$ cat src/rtl/pot_accumulator.sv
// Saturating batch accumulator for power-of-two shifted products.
// Sums NUM_TERMS signed terms, then holds the result until it is taken.
module pot_accumulator #(
   parameter int PRODUCT_BIT_WIDTH = 20,
   parameter int ACC_BIT_WIDTH     = 22,
   parameter int NUM_TERMS         = 8
) (
   input  logic                                clk,
   input  logic                                rst_n,
   input  logic                                clear,
   input  logic                                in_valid,
   output logic                                in_ready,
   input  logic signed [PRODUCT_BIT_WIDTH-1:0] in_product,
   output logic                                out_valid,
   input  logic                                out_ready,
   output logic signed [ACC_BIT_WIDTH-1:0]     out_sum,
   output logic                                out_overflow
);

   localparam int PW = PRODUCT_BIT_WIDTH;
   localparam int AW = ACC_BIT_WIDTH;
   localparam int CW = (NUM_TERMS > 1) ? $clog2(NUM_TERMS + 1) : 1;
   localparam logic [CW-1:0] LAST = CW'(NUM_TERMS - 1);
   localparam logic signed [AW-1:0] MAXV = {1'b0, {(AW-1){1'b1}}};
   localparam logic signed [AW-1:0] MINV = {1'b1, {(AW-1){1'b0}}};

   typedef enum logic {
      ACCUM = 1'b0,
      HOLD  = 1'b1
   } state_t;

   state_t                r_state;
   logic signed [AW-1:0]  r_acc;
   logic [CW-1:0]         r_cnt;
   logic                  r_ovf;

   logic signed [AW:0]    w_ext;
   logic signed [AW:0]    w_sum;
   logic                  w_pos_sat;
   logic                  w_neg_sat;
   logic signed [AW-1:0]  w_next;
   logic                  w_xfer;

   // One guard bit: the top two bits disagree exactly when the sum leaves range.
   assign w_ext     = {{(AW+1-PW){in_product[PW-1]}}, in_product};
   assign w_sum     = {r_acc[AW-1], r_acc} + w_ext;
   assign w_pos_sat = ~w_sum[AW] & w_sum[AW-1];
   assign w_neg_sat = w_sum[AW] & ~w_sum[AW-1];
   assign w_xfer    = in_valid & (r_state == ACCUM);

   always_comb begin
      w_next = w_sum[AW-1:0];
      unique case (1'b1)
         w_pos_sat: w_next = MAXV;
         w_neg_sat: w_next = MINV;
         default:   w_next = w_sum[AW-1:0];
      endcase
   end

   always_ff @(posedge clk or negedge rst_n) begin
      if (!rst_n) begin
         r_state <= ACCUM;
         r_acc   <= '0;
         r_cnt   <= '0;
         r_ovf   <= 1'b0;
      end else if (clear) begin
         r_state <= ACCUM;
         r_acc   <= '0;
         r_cnt   <= '0;
         r_ovf   <= 1'b0;
      end else begin
         unique case (r_state)
            ACCUM: begin
               if (w_xfer) begin
                  r_acc <= w_next;
                  r_ovf <= r_ovf | w_pos_sat | w_neg_sat;
                  if (r_cnt == LAST) begin
                     r_cnt   <= '0;
                     r_state <= HOLD;
                  end else begin
                     r_cnt <= r_cnt + CW'(1);
                  end
               end
            end
            HOLD: begin
               if (out_ready) begin
                  r_state <= ACCUM;
                  r_acc   <= '0;
                  r_cnt   <= '0;
                  r_ovf   <= 1'b0;
               end
            end
            default: r_state <= ACCUM;
         endcase
      end
   end

   assign in_ready     = (r_state == ACCUM);
   assign out_valid    = (r_state == HOLD);
   assign out_sum      = r_acc;
   assign out_overflow = r_ovf;

endmodule

$ cat config.mk
export PLATFORM = sky130hd
export DESIGN_NAME = pot_accumulator
export DESIGN_NICKNAME = d
export VERILOG_FILES = /design/src/rtl/pot_accumulator.sv
export SDC_FILE = /design/constraint.sdc
export NUM_CORES = 1
export LEC_CHECK = 0
export ABC_AREA = 1
export CORE_MARGIN = 2
export CORE_UTILIZATION = 40
export DETAILED_ROUTE_END_ITERATION = 8
export PLACE_DENSITY = 0.71
export SETUP_SLACK_MARGIN = 0.1
export SYNTH_ARGS = -nofsm -noshare
export SYNTH_HDL_FRONTEND = slang
export SYNTH_SLANG_ARGS = --single-unit
$ cat constraint.sdc
create_clock -name clk -period 6.55 [get_ports clk]
set_clock_uncertainty 0.15 [all_clocks]
set_input_delay 0.9825 -clock clk [delete_from_list [all_inputs] [get_ports clk]]
set_output_delay 0.9825 -clock clk [all_outputs]
set_load 0.05 [all_outputs]
Word-level counts from Yosys, hierarchy flattened:

Cells that the tools add are included.

* add/sub/neg operators: 2
* multiply operators: 0
* divide/modulo/power cells: 0
* magnitude comparators: 0
* equality and inequality tests: 3
* shift operators: 0
* multiplexer cells: 19
* bitwise operators: 8
* reductions and logical operators: 1

Operator list (count)
* one-hot mux 22 bit (2 select lines): 2
* two-way mux 22 bit: 3
* adder 22 x 20 -> 23 bit: 1
* two-way mux 4 bit: 4
* one-hot mux 4 bit (2 select lines): 1
* two-way mux 1 bit: 7
* adder 4 x 1 -> 4 bit (second input constant): 1
* equality test 4 x 3 -> 1 bit (second input constant): 1
* one-hot mux 1 bit (2 select lines): 2
* AND 1 bit: 3
* != test 3 x 2 -> 1 bit (second input constant): 1
* != test 3 bit (second input constant): 1
* NOT 1 bit: 3
* bitwise OR 1 bit: 2
* AND reduction 2 bit: 1

* flip-flop bits (word level): 28
* bits in latches: 0
* RAM bits: 0
* ROM bits: 0
* input port bits: 25
* output and inout bits: 25
* memories: 0

Logic depth before layout (Yosys ltp):

Gate-level depths: netlist of the first run.

* depth after elaboration: 8
* depth in mapped cells: 18
* depth with buffers taken out: 18

Least setup slack after synthesis of the first run:

Ideal clock, no wire load.

* kind: input to register
* from: input port in_product[0]
* to: register r_acc[10] (netlist: out_sum[10])
* setup time: 118 ps
* data arrival time: 3256 ps
* slack: 3026 ps
* stages: 16
* cell sequence: ha_1 -> fa_1 -> nand3_1 -> nand3_2 -> nand2_1 -> nand2_1 -> nand2_1 -> nand4_1 -> nand2_2 -> inv_1 -> ha_1 -> o21ai_1 -> inv_1 -> buf_6 -> nand2_1 -> nand2_1

* longest elaborated chain between the ends: 7
* elaborated cells on any way between the ends: 9

RTL lines
* start, declared: RTL line 13 `input logic signed [PRODUCT_BIT_WIDTH-1:0] in_product,`
* adder 22 x 20 -> 23 bit (*): RTL line 46 `assign w_sum = {r_acc[AW-1], r_acc} + w_ext;`
* NOT 1 bit, on equally long branches: RTL line 48, 47
* AND 1 bit, on equally long branches: RTL line 48, 47
* one-hot mux 22 bit (2 select lines) (*): RTL line 53 `unique case (1'b1)`
* two-way mux 22 bit (*): RTL line 74 `if (w_xfer) begin`
* one-hot mux 22 bit (2 select lines) (*): RTL line 72 `unique case (r_state)`
* two-way mux 22 bit (*): RTL line 66 `end else if (clear) begin`
* end signal, assigned: RTL line 75 `r_acc <= w_next;`
* end, declared: RTL line 33 `logic signed [AW-1:0] r_acc;`

Every way passes the cells marked *; elsewhere a longest branch is shown, timed or not. The select of a mux whose other input is x is not followed.
A chain may end at the register's enable or synchronous reset.

Final worst setup path of the first run:

* from: input port in_product[0]
* to: register r_acc[8] (netlist: out_sum[8])

Same word-level chain as after synthesis.

==> results of run 1 <==
layer usage:
layer | vias to the layer above | track usage, % | routed length, um
li1 | 1503 | - | -
met1 | 1296 | 27.8 | 3570
met2 | 56 | 33.8 | 3460
met3 | 6 | 2.09 | 221
met4 | 0 | 4.55 | 70
met5 | - | 0 | 0
power by group:
part / internal, mW / switching, mW
sequential: 0.232 / 0.0510
clock: 0.0820 / 0.0662
combinational: 0.362 / 0.731
total: 0.675 / 0.848
sequential cells by signal, indices dropped and copies added, names as in the netlist:
register      flops
out_valid         1
out_overflow      1
out_sum          22
r_cnt             4
cell type report:
cell class | count | area (sq um)
well taps | 80 | 100
inverters | 72 | 270
flip-flops and latches | 28 | 701
clock inverters | 1 | 30.0
clock buffers | 3 | 41.3
repair buffers | 50 | 498
fillers | 700 | 3320
multi-input cells | 344 | 1760
worst reg2reg max path, cell delays in order (launching register included):
cell	delay, ns
dfrtp_1	0.42
ha_1	0.23
fa_1	0.44
nand3_1	0.12
nand3_2	0.11
nand2_1	0.08
nand2_1	0.09
nand2_1	0.10
nand4_1	0.14
nand2_2	0.11
inv_1	0.04
ha_1	0.63
o21ai_1	0.25
inv_1	0.49
o21ai_0	0.18
nand2_1	0.09
per-stage QoR:
step	area (sq um)	util, %	setup slack [ns]	std cells
floorplan	2760	-	3.03	448
global placement	3330	49.6	1.98	574
detailed placement	3330	49.6	1.83	574
CTS	3400	50.6	2.12	578
global route	3400	50.6	1.85	578
finish	3400	50.6	2.13	578
logic make-up (layout without fill, tap and decap cells):
group	count (synthesis)	in the layout
compound gates	53	53
xor+xnor	2	2
fa+ha+maj	26	26
simple gates	263	263
flops	28	28
buf+inv	76	126
path summary, 6_finish.rpt:
path	cells after the start	end	start	slack, ns
setup / recovery	16	out_sum[8]	in_product[0]	2.13
hold / removal	2	out_sum[12]	out_sum[12]	0.37
max in group asynchronous	2	out_sum[4]	rst_n	5.03
setup reg to reg	15	out_sum[8]	out_sum[0]	2.82
hold reg to reg	2	out_sum[12]	out_sum[12]	0.37
min in group asynchronous	2	out_sum[9]	rst_n	0.93
cell usage in the layout (no fill, tap or decap), types with 2 or more instances in the layout:
cell	n
a21oi_2	2
nand3_1	35
dfrtp_1	28
nor2_4	2
nand4_1	4
clkdlybuf4s50_1	49
nand2_1	174
and2_1	2
clkbuf_8	3
a21oi_1	24
nand3_2	2
o21ai_1	5
nand2_2	7
nor2_2	3
inv_2	5
o21ai_0	16
nor2_1	29
o21bai_1	2
nor3_1	3
inv_1	66
ha_1	25
==> results.toml, run 1 <==
[global_routing]
gr-total-overflow = 0
antenna_found_initial = 0
grt_start_max_net_pins = 29
grt_pass1_wl_um = 12400
grt_use_total_pct = 20.1
grt_pass1_vias = 2797

[detailed_routing]
drc_errors = 0
vias = 2861
ant_nets = 0
firstDrtPassIters = 4
wirelength_um = 7320
viasPerCell = 4.95
drtIter0Drc = 162
routedWlPerCell_um = 12.7

[die]
die_h_um = 87.0
rows = 30
dieArea_sq_um = 7570
num_io_pins = 50
initial_core_util_pct = 41.0
core-area_sq_um = 6720
die_w_um = 87.0

[worst_setup_path]
cp.buffers_inverters = 3
crit_path_cell_trace = "clkdlybuf4s50_1 -> ha_1 -> fa_1 -> nand3_1 -> nand3_2 -> nand2_1 -> nand2_1 -> nand2_1 -> nand4_1 -> nand2_2 -> inv_1 -> ha_1 -> o21ai_1 -> inv_1 -> o21ai_0 -> nand2_1"
crit_type = "in -> reg"
critPathTopFamily = "adder cells"
worstPathRequired_ns = 6.63
crit_slowest_cell = "ha_1"
cp_slowest_stage_delay_ns = 0.63
start_kind = "input port"
end_kind = "flop"
crit_top_cell = "nand2_1"
crit_fanout = 16
cp.arrival_ns = 4.50

[logic_synthesis]
synth_edf_count = 0
synth_top_area_share_pct = 25.4
synth.most_common_cell = "nand2_1"
muxShareOfSynthArea_pct = 0
synth_area_leaders = "dfrtp_1 25%, nand2_1 24%, ha_1 11%"
ys_seq_elements = 28
avgSynthCellArea_sq_um = 6.16
synth_cell_types = 31
synth_compound_area_share_pct = 10.8
synth-xor-area-share_pct = 0.635
syn_inst = 448
yosys-top-cells-count = "174 x nand2_1, 66 x inv_1, 35 x nand3_1, 29 x nor2_1, 28 x dfrtp_1"
yosys.area_share.adder_pct = 12.1
synth.cell_area_sq_um = 2760
synth_top_family_by_area = "simple AND/OR/NAND/NOR gates"
async_flop_share_pct = 100
synth_nets = 499
synth_flop_cell = "dfrtp_1"
seq_area_frac_synth_pct = 25.4
yosys_warnings = 0
yosysTopAreaCell = "dfrtp_1"
synth_simple_gate_area_share_pct = 40.3

[clock_tree]
postCtsHoldBufs = 0
cts_buffers = 3
clk_latency_ns = 0.28
cts_setup_buffers = 0
cts_tree = "built"
cts_resized = 0
clockBufferDepth = 2
cts_root_buf = "clkbuf_8"
h-tree-depth = 1
clk_pin_slew_ns = 0.12
cts.sinks = 28

[sta]
drv_slew = 0
final.setup.tns_ns = 0
fin_crit_sh_pct = 67.5
rsz0062_at_grt = "no"
fin_crit_ns = 4.42
finalHoldViolations = 0
fmax_mhz = 226
slew_headroom_pct = 50.2
setup_viol = 0
tightest_slew_ns = 0.745
worst_hold_slack_ns = 0.367

[power_and_ir_drop]
power.total_mw = 1.52
p_leak_nw = 1.90
max-vdd-ir-drop_v = 0.000223
power.density_nw_per_um2 = 448

[final_layout]
antenna_cells = 0
area_growth_pct = 23.3
layout.nets = 550
drive_above_1_share_pct = 5.82

[outcome]
outcome = "completed"

[placed_design]
hpwl_um = 5710
gp_congestion = 0.896
io_buffers = 49

[run]
max_cap_violations = 0

[min_path]
hp-class = "reg -> reg"
No activity file was read; power rests on OpenSTA's default activity.
==> run 2, diff against run 1 <==
PLACE_DENSITY = 0.73   (was 0.71)
clock period = 3.8 ns   (was 6.55 ns; I/O delays follow)
==> results.toml, run 2 (synthesis results as in run 1) <==
[power_and_ir_drop]
p_leak_nw = 1.91
pwr-share-comb_pct = 72.2
p_int_mw = 1.19
power.total_mw = 2.66
power.density_nw_per_um2 = 772
power_frac_clock_pct = 9.5
switching_share_pct = 55.3
switching_power_mw = 1.47
power_frac_seq_pct = 18.3
max-vdd-ir-drop_v = 0.000341

[min_path]
min_to = "out_sum[16]"
min_from = "out_sum[16]"
hp-class = "reg -> reg"
min_delay_path_depth = 2

[final_layout]
final_cell_mix = "174 x nand2_1, 65 x inv_1, 49 x clkdlybuf4s50_1"
seqCellArea_sq_um = 701
area_growth_pct = 25.0
drive_above_1_share_pct = 7.36
layout.nets = 555
fin_cells = 583
layout_commonest_cell = "nand2_1"
largest_register_ffs = 22
fillers = 685
antenna_cells = 0
multiInputGateArea_sq_um = 1770

[placed_design]
dp_cells = 577
io_buffers = 49
gp_congestion = 0.917
dp_slack_ns = 0.0419
hpwl_um = 5700

[worst_setup_path]
cp.buffers_inverters = 4
worstPathRequired_ns = 3.84
start_kind = "input port"
reg2reg_to = "out_sum[14]"
cp_slowest_stage_delay_ns = 0.41
crit_type = "in -> reg"
critPathTopFamily = "adder cells"
crit_fanout = 10
reg2reg_depth = 16
cp.arrival_ns = 3.39
crit_path_cell_trace = "clkdlybuf4s50_1 -> ha_1 -> fa_2 -> nand3_1 -> nand3_2 -> nand2_1 -> nand2_1 -> nand2_1 -> nand4_1 -> nand2_2 -> inv_1 -> ha_1 -> o21ai_2 -> clkinvlp_4 -> buf_4 -> o21ai_1 -> nand2_1"
r2r-start = "out_sum[0]"
crit_start = "in_product[0]"
end_kind = "flop"
crit_top_cell = "nand2_1"
ff2ff_setup_slack_ns = 0.73
crit_slowest_cell = "clkdlybuf4s50_1"

[clock_tree]
cts_tree = "built"
clockBufferDepth = 2
cts_buffers = 3
postCtsHoldBufs = 0
cts.sinks = 28
clk_pin_slew_ns = 0.11
cts_root_buf = "clkbuf_8"
clk_latency_ns = 0.29
h-tree-depth = 1

[sta]
slew_headroom_pct = 66.9
rsz0062_at_grt = "no"
finalHoldViolations = 0
fmax_mhz = 298
worst_hold_slack_ns = 0.371
fin_crit_sh_pct = 88.3
final.setup.tns_ns = 0
fin_crit_ns = 3.35
drv_slew = 0
setup_slack_ns = 0.445
setup_viol = 0
tightest_slew_ns = 0.494

[detailed_routing]
drtIter0Drc = 136
wirelength_um = 7200
firstDrtPassIters = 4
vias = 2888
viasPerCell = 4.95
drc_errors = 0
ant_nets = 0
routedWlPerCell_um = 12.4

[global_routing]
gr-total-overflow = 0
antenna_found_initial = 0
grt_pass1_wl_um = 12600
grt_pass1_vias = 2873
grt_start_max_net_pins = 29
grt_use_total_pct = 20.6

[die]
core-area_sq_um = 6720
rows = 30
initial_core_util_pct = 41.0
dieArea_sq_um = 7570
die_w_um = 87.0
die_h_um = 87.0
num_io_pins = 50

[outcome]
outcome = "completed"

[run]
max_cap_violations = 0
## run 2: cell types whose count changed in the layout (fill, tap and decap cells not counted), sizes merged
cell	change
buf	+5
clkinvlp	+1
inv	-1
## run 2: per-layer routing
layer	track usage, %	part of all wire, %
met3	2.65	4.0
met5	0	0
met4	4.83	0.87
met1	26.9	48
met2	35.9	47
## run 2: power groups by stage
stage,clock network [mW],registers (mW),logic (mW)
after floorplan,0,0.828,1.03
after global placement,0,0.491,1.87
after detailed placement,0,0.495,1.89
after CTS,0.258,0.490,1.91
after global routing,0.270,0.503,2.15
final,0.253,0.488,1.92
## run 2: worst max path at each step
stage               slack [ns]          end  cells after the start
CTS                       0.35   out_sum[8]                     16
finish                    0.45  out_sum[14]                     17
detailed placement        0.04   out_sum[8]                     16
global route              0.18   out_sum[8]                     17
global placement          0.18   out_sum[8]                     16
floorplan                 0.61  out_sum[10]                     16
## run 2: cell type report
type	count	area share, %
multi-input combinational	344	51.2
sequential	28	20.3
timing repair buffer	55	15.5
inverter	72	7.95
tap	80	2.90
clock buffer	3	1.20
clock inverter	1	0.871
## run 2: timing repair
action	CTS	global route
resized for setup	0	3
setup endpoints to repair	0	11
buffers inserted	0	2
## run 2: stage by stage
stage | instance area [sq um] | utilization (%)
detailed placement | 3350 | 49.9
floorplan | 2760 | -
CTS | 3420 | 50.9
global placement | 3350 | 49.9
finish | 3450 | 51.3
global route | 3450 | 51.3
## run 2: worst reg2reg max path, stage by stage (launching register included)
cell and delay (ns):
dfrtp_1 0.42, ha_1 0.24, fa_2 0.39, nand3_1 0.11
nand3_2 0.11, nand2_1 0.08, nand2_1 0.09, nand2_1 0.09
nand4_1 0.14, nand2_2 0.11, inv_1 0.04, ha_1 0.32
o21ai_2 0.19, clkinvlp_4 0.14, buf_4 0.19, o21ai_1 0.08
nand2_1 0.06
